==> src/rtl/apb_pkg.sv <==
// Shared types and constants for the APB master bridge.
// Imported by the bridge and its wait-state timer.
package apb_pkg;

    typedef enum logic [1:0] {
        IDLE,
        SETUP,
        ACCESS
    } state_e;

    localparam int DEF_DATAWIDTH    = 32;
    localparam int DEF_ADDRESSWIDTH = 8;

    localparam logic OKAY = 1'b0;
    localparam logic ERR  = 1'b1;

endpackage

==> src/rtl/apb_wait_timer.sv <==
// Counts ACCESS cycles spent waiting on pready.
// Flags the last permitted wait cycle so the bridge can abort.
module apb_wait_timer #(
    parameter int TIMEOUT = 16
) (
    input  logic clk,
    input  logic rst,
    input  logic clear_i,
    input  logic en_i,
    output logic expired_o
);

    localparam int W = (TIMEOUT > 0) ? $clog2(TIMEOUT + 1) : 1;
    localparam int LASTI = (TIMEOUT > 0) ? TIMEOUT - 1 : 0;
    localparam logic [W-1:0] LAST = LASTI[W-1:0];

    logic [W-1:0] cnt_q;
    logic [W-1:0] cnt_d;

    always_comb begin
        cnt_d = cnt_q;
        if (clear_i) begin
            cnt_d = '0;
        end else if (en_i) begin
            cnt_d = cnt_q + 1'b1;
        end
    end

    always_ff @(posedge clk or posedge rst) begin
        if (rst) begin
            cnt_q <= '0;
        end else begin
            cnt_q <= cnt_d;
        end
    end

    // A zero TIMEOUT disables the abort entirely.
    assign expired_o = (TIMEOUT > 0) && (cnt_q == LAST);

endmodule

==> src/rtl/apb_master_bridge.sv <==
// Valid/ready command to APB3 master bridge.
// Registered APB outputs, one-cycle response strobe, wait timeout.
module apb_master_bridge
    import apb_pkg::*;
#(
    parameter int DATAWIDTH    = DEF_DATAWIDTH,
    parameter int ADDRESSWIDTH = DEF_ADDRESSWIDTH,
    parameter int TIMEOUT      = 16
) (
    input  logic                    clk,
    input  logic                    rst,
    input  logic                    cmd_valid,
    output logic                    cmd_ready,
    input  logic                    cmd_write,
    input  logic [ADDRESSWIDTH-1:0] cmd_addr,
    input  logic [DATAWIDTH-1:0]    cmd_wdata,
    output logic                    rsp_valid,
    output logic [DATAWIDTH-1:0]    rsp_rdata,
    output logic                    rsp_err,
    output logic                    psel,
    output logic                    penable,
    output logic                    pwrite,
    output logic [ADDRESSWIDTH-1:0] paddr,
    output logic [DATAWIDTH-1:0]    pwdata,
    input  logic [DATAWIDTH-1:0]    prdata,
    input  logic                    pready,
    input  logic                    pslverr
);

    state_e                  state_q;
    logic                    psel_q;
    logic                    penable_q;
    logic                    pwrite_q;
    logic [ADDRESSWIDTH-1:0] paddr_q;
    logic [DATAWIDTH-1:0]    pwdata_q;
    logic                    rsp_valid_q;
    logic [DATAWIDTH-1:0]    rsp_rdata_q;
    logic                    rsp_err_q;
    logic                    expired;

    apb_wait_timer #(
        .TIMEOUT(TIMEOUT)
    ) u_timer (
        .clk      (clk),
        .rst      (rst),
        .clear_i  ((state_q == IDLE) && cmd_valid),
        .en_i     ((state_q == ACCESS) && !pready),
        .expired_o(expired)
    );

    always_ff @(posedge clk or posedge rst) begin
        if (rst) begin
            state_q     <= IDLE;
            psel_q      <= 1'b0;
            penable_q   <= 1'b0;
            pwrite_q    <= 1'b0;
            paddr_q     <= '0;
            pwdata_q    <= '0;
            rsp_valid_q <= 1'b0;
            rsp_rdata_q <= '0;
            rsp_err_q   <= OKAY;
        end else begin
            rsp_valid_q <= 1'b0;
            unique case (state_q)
                IDLE: begin
                    if (cmd_valid) begin
                        pwrite_q  <= cmd_write;
                        paddr_q   <= cmd_addr;
                        pwdata_q  <= cmd_write ? cmd_wdata : '0;
                        psel_q    <= 1'b1;
                        penable_q <= 1'b0;
                        state_q   <= SETUP;
                    end
                end
                SETUP: begin
                    penable_q <= 1'b1;
                    state_q   <= ACCESS;
                end
                ACCESS: begin
                    if (pready) begin
                        psel_q      <= 1'b0;
                        penable_q   <= 1'b0;
                        rsp_valid_q <= 1'b1;
                        rsp_err_q   <= pslverr ? ERR : OKAY;
                        rsp_rdata_q <= pwrite_q ? '0 : prdata;
                        state_q     <= IDLE;
                    end else if (expired) begin
                        // Stuck slave: give up and report an error.
                        psel_q      <= 1'b0;
                        penable_q   <= 1'b0;
                        rsp_valid_q <= 1'b1;
                        rsp_err_q   <= ERR;
                        rsp_rdata_q <= '0;
                        state_q     <= IDLE;
                    end
                end
                default: state_q <= IDLE;
            endcase
        end
    end

    assign cmd_ready = (state_q == IDLE) && !rst;
    assign psel      = psel_q;
    assign penable   = penable_q;
    assign pwrite    = pwrite_q;
    assign paddr     = paddr_q;
    assign pwdata    = pwdata_q;
    assign rsp_valid = rsp_valid_q;
    assign rsp_rdata = rsp_rdata_q;
    assign rsp_err   = rsp_err_q;

endmodule

==> config.mk <==
export PLATFORM = sky130hd
export DESIGN_NAME = apb_master_bridge
export DESIGN_NICKNAME = d
export VERILOG_FILES = /design/src/rtl/apb_pkg.sv /design/src/rtl/apb_wait_timer.sv /design/src/rtl/apb_master_bridge.sv
export SDC_FILE = /design/constraint.sdc
export NUM_CORES = 1
export LEC_CHECK = 0
export CAP_MARGIN = 10
export CORE_MARGIN = 8
export CORE_UTILIZATION = 38
export DETAILED_ROUTE_END_ITERATION = 10
export GPL_ROUTABILITY_DRIVEN = 0
export PLACE_DENSITY_LB_ADDON = 0.25
export SYNTH_ARGS = -nofsm -noshare
export SYNTH_HDL_FRONTEND = slang
export SYNTH_SLANG_ARGS = --single-unit
==> constraint.sdc <==
create_clock -name clk -period 2.6 [get_ports clk]
set_input_delay 0.52 -clock clk [delete_from_list [all_inputs] [get_ports clk]]
set_output_delay 0.52 -clock clk [all_outputs]
set_load 0.02 [all_outputs]
# ---- Word level (Yosys, flattened, before mapping)
# Cells that the tools add are included.
dict set report word_totals {
  elab_cells 53
  out_inout_bits 78
  register_bits 84
  in_bits 78
}
dict set report op_classes {
  add_sub_neg 1
  eq_ne 5
  reduce_logical 15
  mux 22
}
# cell count
set op_table {}
lappend op_table {{32-bit two-way mux} 4}
lappend op_table {{1-bit two-way mux} 10}
lappend op_table {{5-bit two-way mux} 2}
lappend op_table {{2-bit two-way mux} 3}
lappend op_table {{2-bit case mux with 3 select lines} 1}
lappend op_table {{2-bit AND reduction} 3}
lappend op_table {{3-bit AND reduction} 2}
lappend op_table {{2-bit nonzero test} 3}
lappend op_table {{5-bit by 1-bit adder with 5-bit output (second input constant)} 1}
lappend op_table {{5-bit by 4-bit == test with 1-bit output (second input constant)} 1}
lappend op_table {{1-bit logical AND} 3}
lappend op_table {{3-bit inequality test (second input constant)} 1}
lappend op_table {{1-bit case mux with 3 select lines} 1}
lappend op_table {{3-bit nonzero test} 1}
lappend op_table {{2-bit by 1-bit == test with 1-bit output (second input constant)} 1}
lappend op_table {{2-bit == test (second input constant)} 1}
lappend op_table {{1-bit logical NOT} 2}
lappend op_table {{2-bit logical NOT} 1}
lappend op_table {{2-bit inequality test (second input constant)} 1}
lappend op_table {{1-bit case mux with 2 select lines} 1}

# ---- Longest topological paths before layout
dict set report depth {
  ltp_word 4
  mapped_depth 8
  ltp_nobuf 7
}

# ---- Modules after synthesis
# From an unflattened synthesis, not the netlist that was laid out.
dict set report unflattened {
  cells_unflattened 368
  hier_area_um2 3567.2
}
# mod cells_each instances seq_area_each_um2 area_per_inst_um2
set by_module_without_submodules {}
lappend by_module_without_submodules {apb_master_bridge 344 1 1976.9 3284.4}
lappend by_module_without_submodules {apb_wait_timer 24 1 125.1 282.8}

# ---- Least setup slack after synthesis
# Ideal clock, no wire load.
dict set report synth_path {
  path_type {register to register}
  startpoint {reg u_timer.cnt_q[0]}
  endpoint {reg rsp_err_q (netlist: rsp_err)}
  arrival_ps 1613
  n_path_buf 1
  slack_ps 861
  required_time_ps 2474
  stages_incl_launch_ff 9
  path_cell_list {dfrtp_1 -> ha_1 -> and3_1 -> ha_1 -> nor2_1 -> or2_1 -> buf_6 -> inv_1 -> o32a_1}
}
dict set report synth_via {
  elab_chain_len 3
}
# element line
set synth_lines {}
lappend synth_lines {{start, declared} apb_wait_timer.sv:17} ;# logic [W-1:0] cnt_q;
lappend synth_lines {{start signal, assigned} apb_wait_timer.sv:33} ;# cnt_q <= cnt_d;
lappend synth_lines {{5-bit by 4-bit == test with 1-bit output} apb_wait_timer.sv:38} ;# assign expired_o = (TIMEOUT > 0) && (cnt_q == LAST);
lappend synth_lines {{2-bit nonzero test (no line)} n/a}
lappend synth_lines {{2-bit AND reduction (no line)} n/a}
lappend synth_lines {{end signal, assigned} apb_master_bridge.sv:84} ;# rsp_err_q <= pslverr ? ERR : OKAY;
lappend synth_lines {{end, declared} apb_master_bridge.sv:38} ;# logic rsp_err_q;
# No other way between the ends.
# A chain may end at the register's enable or synchronous reset.

# ---- Worst setup path in the final report
dict set report layout_path {
  startpoint {in rst}
  endpoint {out cmd_ready}
}
dict set report layout_via {
  elab_chain_len 2
}
# element line
set layout_lines {}
lappend layout_lines {{start, declared} apb_master_bridge.sv:11} ;# input logic rst,
lappend layout_lines {{1-bit logical NOT (no line)} n/a}
lappend layout_lines {{1-bit logical AND} apb_master_bridge.sv:102} ;# assign cmd_ready = (state_q == IDLE) && !rst;
lappend layout_lines {{end, declared} apb_master_bridge.sv:13} ;# output logic cmd_ready,
# No other way between the ends.

==> flow_summary_export.csv <==
group,metric,value,unit
worst_setup_path,critical_path.most_common_cell,"clkdlybuf4s50_1",
die,start_util,38.8,%
timing,min_period,2.27,ns
synth,ys_async_sr_fraction,100,%
clock_tree,clockBufferDepth,2,
detailed_routing,wl_per_cell,15.8,microns
worst_setup_path,crit_type,"primary input to output pin",
clock_tree,cts_tree,"done",
grt,grt_use_total,15.6,%
worst_setup_path,start_kind,"primary input",
worst_setup_path,max_stage_delay,0.63,ns
synth,synth_area,3570,sq um
clock_tree,postCtsSetupBuffers,0,
flow_run,cap_violations,0,
clock_tree,cts_resized,0,
detailed_routing,drt-total-wl,9890,microns
timing,setup_slack,0.327,ns
final_layout,stdcell_count,628,
final_layout,layout.nets,592,
final_layout,layout_common_cells,"clkdlybuf4s50_1, nand2_1, dfrtp_1",
die,ios,156,
final_layout,n_antenna_cell,0,
place,hpwl,7070,microns
worst_hold_path,hold_end,"pwdata[15]",
die,fp.dieW,113,microns
die,die_y,113,microns
die,die-area,12800,sq um
worst_setup_path,reg2regPathDepth,7,
worst_hold_path,min_from,"pwdata[15]",
worst_hold_path,hold_depth,2,
worst_hold_path,worstHoldPathType,"register to register",
synth,synth.largest_area_cell,"dfrtp_1",
detailed_routing,vias,3058,
power,max-vdd-ir-drop,483,uV
worst_setup_path,crit_start,"rst",
synth,synth-edff-count,0,
worst_setup_path,crit_family,"buffers and inverters",
timing,hold_violations,0,
detailed_routing,drc_errors,0,
synth,synth_nets,444,
timing,tightest_slew,0.593,ns
die,core,9200,sq um
detailed_routing,routed_via_density,4.87,
timing,skew,0.0117,ns
synth,synthCells,364,
worst_setup_path,cp-end-kind,"output pin",
worst_setup_path,cp_slowest_cell,"clkdlybuf4s50_1",
timing,tns,0,ns
timing,setup_viol,0,
clock_tree,cts_root_buffer,"clkbuf_8",
worst_setup_path,r2r_end,"rsp_rdata[24]",
grt,antenna_found_initial,0,
grt,grt_max_degree,46,
run_status,status,"completed",
timing,period_share,87.4,%
timing,timing.slew.headroom,60.4,%
detailed_routing,drt_iter0_markers,76,
final_layout,drive_above_1_share,10.1,%
place,dpl_worst_slack,0.317,ns
clock_tree,cts_htree_levels,3,
worst_setup_path,reg2reg_slack,0.62,ns
synth,ys_types,33,
worst_setup_path,crit_chain,"clkdlybuf4s50_1, nor3_1, clkdlybuf4s50_1",
place,portBuffers,155,
clock_tree,numCtsBuffers,9,
clock_tree,cts_hold_repair.buffers,0,
synth,synth_seq_cells,84,
timing,rsz0062_at_grt,"no",
timing,final-max-slew-violation-count,0,
detailed_routing,ant_nets,0,
grt,grt_first_pass_wirelength,16200,microns
synth,synth-main-ff-cell,"dfrtp_1",
worst_setup_path,crit-reg2reg-launch,"u_timer.cnt_q[0]",
grt,first_global_vias,3172,
final_layout,syn2layout_area_growth,50.3,%
worst_setup_path,cp.arrival,1.75,ns
clock_tree,clock_latency,0.34,ns
power,p_leak,2.44,nW
synth,ys_seq_area_share,58.8,%
detailed_routing,firstDrtPassIters,4,
clock_tree,cts_sinks,84,
grt,grt.overflow.total,0,
worst_setup_path,path_buf_inv,2,
final_layout,layout_commonest_cell,"clkdlybuf4s50_1",
clock_tree,clk_pin_slew,0.08,ns
synth,synth_top_area_share,58.8,%
synth,avgSynthCellArea,9.81,sq um
die,rows,35,
synth,synthTopCellsByArea,"dfrtp_1, nand2_1, o21ai_0, o21ai_2, nand3_1",
timing,timing.fmax,440,MHz
worst_setup_path,crit_fanout,2,
place,dp_cells,612,
synth,yosysWarnings,0,
worst_setup_path,required,2.08,ns
power,power_density,1160,nW/um^2
## worst reg2reg max path: stages (launching register included)
cell and delay [ns]:
dfrtp_1 0.42, ha_1 0.23, and3_1 0.18, ha_1 0.20, nor2_2 0.10, or2_2 0.37
buf_4 0.30, o21ai_2 0.08
## area by class of cell
type                       count  area [sq um]
clock buffer                  12           145
clock inverter                 4          72.6
fill                         824          3830
inverter                       6          33.8
multi-input combinational    247          1230
sequential                    84          2100
tap                          111           139
timing repair buffer         164          1640
## cell families (layout without fill, tap and decap cells)
group / Yosys count / in the layout / share of synthesized area, %
XOR/XNOR: 1 / 1 / 0.245
AO/OA/AOI/OAI: 72 / 72 / 12.8
buffers and inverters: 33 / 186 / 6.83
multiplexers: 1 / 1 / 0.280
AND/OR/NAND/NOR: 171 / 171 / 20.3
adder cells (fa/ha/maj): 2 / 2 / 0.700
flip-flops: 84 / 84 / 58.8
## sequential cells by signal, indices dropped and copies added (netlist names)
signal	cells
rsp_err	1
pwrite	1
pwdata	32
penable	1
rsp_valid	1
rsp_rdata	32
state_q	2
u_timer.cnt_q	5
paddr	8
psel	1
## cells in the mapped netlist, types with 2 or more instances
cell type  number
ha_1            2
buf_12          2
nand2_1       124
buf_6           3
inv_1           5
clkbuf_1        8
dfrtp_1        84
nand3_1        33
buf_8           4
o21ai_0        37
o21ai_2        21
nor2_1          3
o21ai_1         9
buf_2          10
## worst max-delay path by stage
stage           endpoint  slack [ns]  depth (start not counted)
4_1_cts        cmd_ready        0.32                          3
5_1_grt        cmd_ready        0.25                          3
6_report       cmd_ready        0.33                          3
3_3_place_gp   cmd_ready        0.31                          3
2_1_floorplan    rsp_err        0.86                          8
3_5_place_dp   cmd_ready        0.32                          3
## where the power goes
part           total, mW  internal [mW]  switching [mW]
registers           2.19           1.87           0.319
clock network       1.01          0.567           0.446
logic               3.01           1.36            1.65
total               6.21           3.79            2.42
## through the flow
stage	hold WS (ns)	area, sq um	total power [mW]	utilization (%)
4_1_cts	0.474	5370	6.30	58.4
2_1_floorplan	0.437	3580	3.83	-
3_3_place_gp	0.448	5150	5.19	56.0
6_report	0.471	5370	6.21	58.4
3_5_place_dp	0.455	5150	5.27	56.0
5_1_grt	0.484	5370	6.62	58.4
## per-layer routing
layer	wire length [microns]	vias up	track usage (%)	part of all wire, %
met5	0	-	0	0
met4	95	0	4.26	0.96
met3	1040	9	7.88	11
met2	4540	109	23.6	46
li1	-	1493	-	-
met1	4210	1447	19.2	43
Power figures use the tool's default switching activity.
==> RTL change: new RTL, config.mk and constraints unchanged <==
The package constant `DEF_DATAWIDTH` goes from 32 to 64.
--- a/src/rtl/apb_pkg.sv
+++ b/src/rtl/apb_pkg.sv
@@ -9,5 +9,5 @@
     } state_e;
 
-    localparam int DEF_DATAWIDTH    = 32;
+    localparam int DEF_DATAWIDTH    = 64;
     localparam int DEF_ADDRESSWIDTH = 8;
 
Interface: changed (resized cmd_wdata, prdata, pwdata and rsp_rdata); port bits go from 156 to 284. No check against the original RTL was run, so the function may have changed too.
==> RTL change against the unedited design <==
  * Die area is 57% higher
  * Combinational power rose by 79%
  * Global-route usage up 3.7 points
  * Core utilization rose by 3.7 points
  * Register-to-register slack got worse by 0.20 ns
  * Final area increased by 81%
  * Sequential cell count grew 64
  * Clock skew about the same
  * Setup slack got worse by 0.20 ns
  * Area after synthesis grew 68%
  * Wire length rose by 98%
  * Synthesized cell count grew 77%
  * Power increased by 89%
  * Count of clock-buffer cells in the layout rose by 9
  * Critical endpoint unchanged
  * Largest cell class unchanged
==> RTL change: results (changes against the unedited design) <==
| Metric | Value |
|---|---|
| DR vias | `5477 (+79%)` |
| Status | `finished clean` |
| Synth top area cells | `dfrtp_1, nand2_1, o21ai_0` |
| Reg-to-reg setup timing slack | `0.42 ns (-0.20 ns)` |
| Filler cells | `1371 (+66%)` |
| Post-place instance area | `0.00911 sq mm (+77%)` |
| Total GRT Usage | `0.193 (+0.0373)` |
| Drt initial violations | `275 (+260%)` |
| FMAX | `404 MHz (-8.2%)` |
| DP Cell Count | `1113 (+82%)` |
| FF-to-FF path depth | `8 (+1)` |
| Met1 wire length | `7.96 mm (+89%)` |
| CTS clock-pin slew for the worst setup and hold paths | `0.06 ns (-0.02 ns)` |
| Clk_skew | `0.0113 ns (-0.000370 ns)` |
| Syn Area/Cell | `9.27 sq um (-5.5%)` |
| WL/cell | `17.1 um (+8.7%)` |
| Leakage | `4.36 nW (+79%)` |
| Worst endpoint data arrival time | `1.96 ns (+0.21 ns)` |
| Post-synth net total | `790 (+78%)` |
| Count of input and output buffers | `283 (+83%)` |
| Synth Area in Adders | `0.00418 (-0.00283)` |
| Vias in the first global route | `5423 (+71%)` |
| Layout cells sized above 1 | `0.0614 (-0.0392)` |
| Clk Latency, worst-skew pair | `0.42 ns (+0.08 ns)` |
| Met3 WL | `2.25 mm (+120%)` |
| Netlist cell types | `30 (-9.1%)` |
| WL met2 | `9.17 mm (+100%)` |
| Setup slack at placement | `0.118 ns (-0.200 ns)` |
| DP HPWL | `13.5 mm (+90%)` |
| Top post-synthesis cells by count | `nand2_1, dfrtp_1, o21ai_0, nand3_1, o21ai_1` |
| Global-route wire length before repair | `30.4 mm (+88%)` |
| H-tree levels | `4 (+1)` |
| Peak VDD IR | `0.522 mV (+8.1%)` |
| RR Endpoint | `rsp_err` |
| Max transition margin | `0.560 (-0.0437)` |
| Post-synthesis xor/xnor area fraction | `0.00292 (+0.000473)` |
| Post-synthesis mux area share | `0.00167 (-0.00113)` |
[RTL change: worst min-delay path by stage]
stage,from,to,cells after the start,slack (ns)
6_report,pwdata[49],pwdata[49],2,0.46
3_5_place_dp,pwdata[15],pwdata[15],2,0.45
2_1_floorplan,u_timer.cnt_q[3],u_timer.cnt_q[3],1,0.44
5_1_grt,pwdata[10],pwdata[10],2,0.48
4_1_cts,pwdata[39],pwdata[39],2,0.47
3_3_place_gp,pwdata[39],pwdata[39],2,0.45
[RTL change: cell families after synthesis]
kind of cell    Yosys count
buf+inv                  56
flops                   148
compound gates          137
fa+ha+maj                 2
xor+xnor                  2
mux                       1
simple gates            300
[RTL change: layout make-up]
class | instances | area (sq um) | share of cell area
clock buffers | 21 | 450 | 0.0464
clock inverters | 11 | 151 | 0.0156
flip-flops and latches | 148 | 3700 | 0.381
inverters | 5 | 22.5 | 0.00232
repair buffers | 302 | 3100 | 0.319
multi-input cells | 442 | 2020 | 0.208
well taps | 216 | 270 | 0.0278
[RTL change: stage by stage]
step,total power [mW],utilization
3_3_place_gp,9.28,0.582
2_1_floorplan,6.51,-
5_1_grt,12.5,0.620
6_report,11.8,0.620
3_5_place_dp,9.36,0.582
4_1_cts,11.9,0.620
[RTL change: metal layers]
metal,vias to the layer above,track usage
met5,-,0
met4,0,0.0577
met3,17,0.0897
met2,210,0.296
met1,2579,0.240
li1,2671,-
[RTL change: power breakdown]
part           internal (mW)  switching, mW  total, mW
sequential              3.32          0.532       3.85
clock                   1.54          0.973       2.51
combinational           2.42           2.98       5.40
total                   7.27           4.49       11.8
[RTL change: critical path, cell delays in order]
cell and delay [ns]:
clkdlybuf4s50_1 0.46, nor3_1 0.30, clkdlybuf4s50_1 0.67
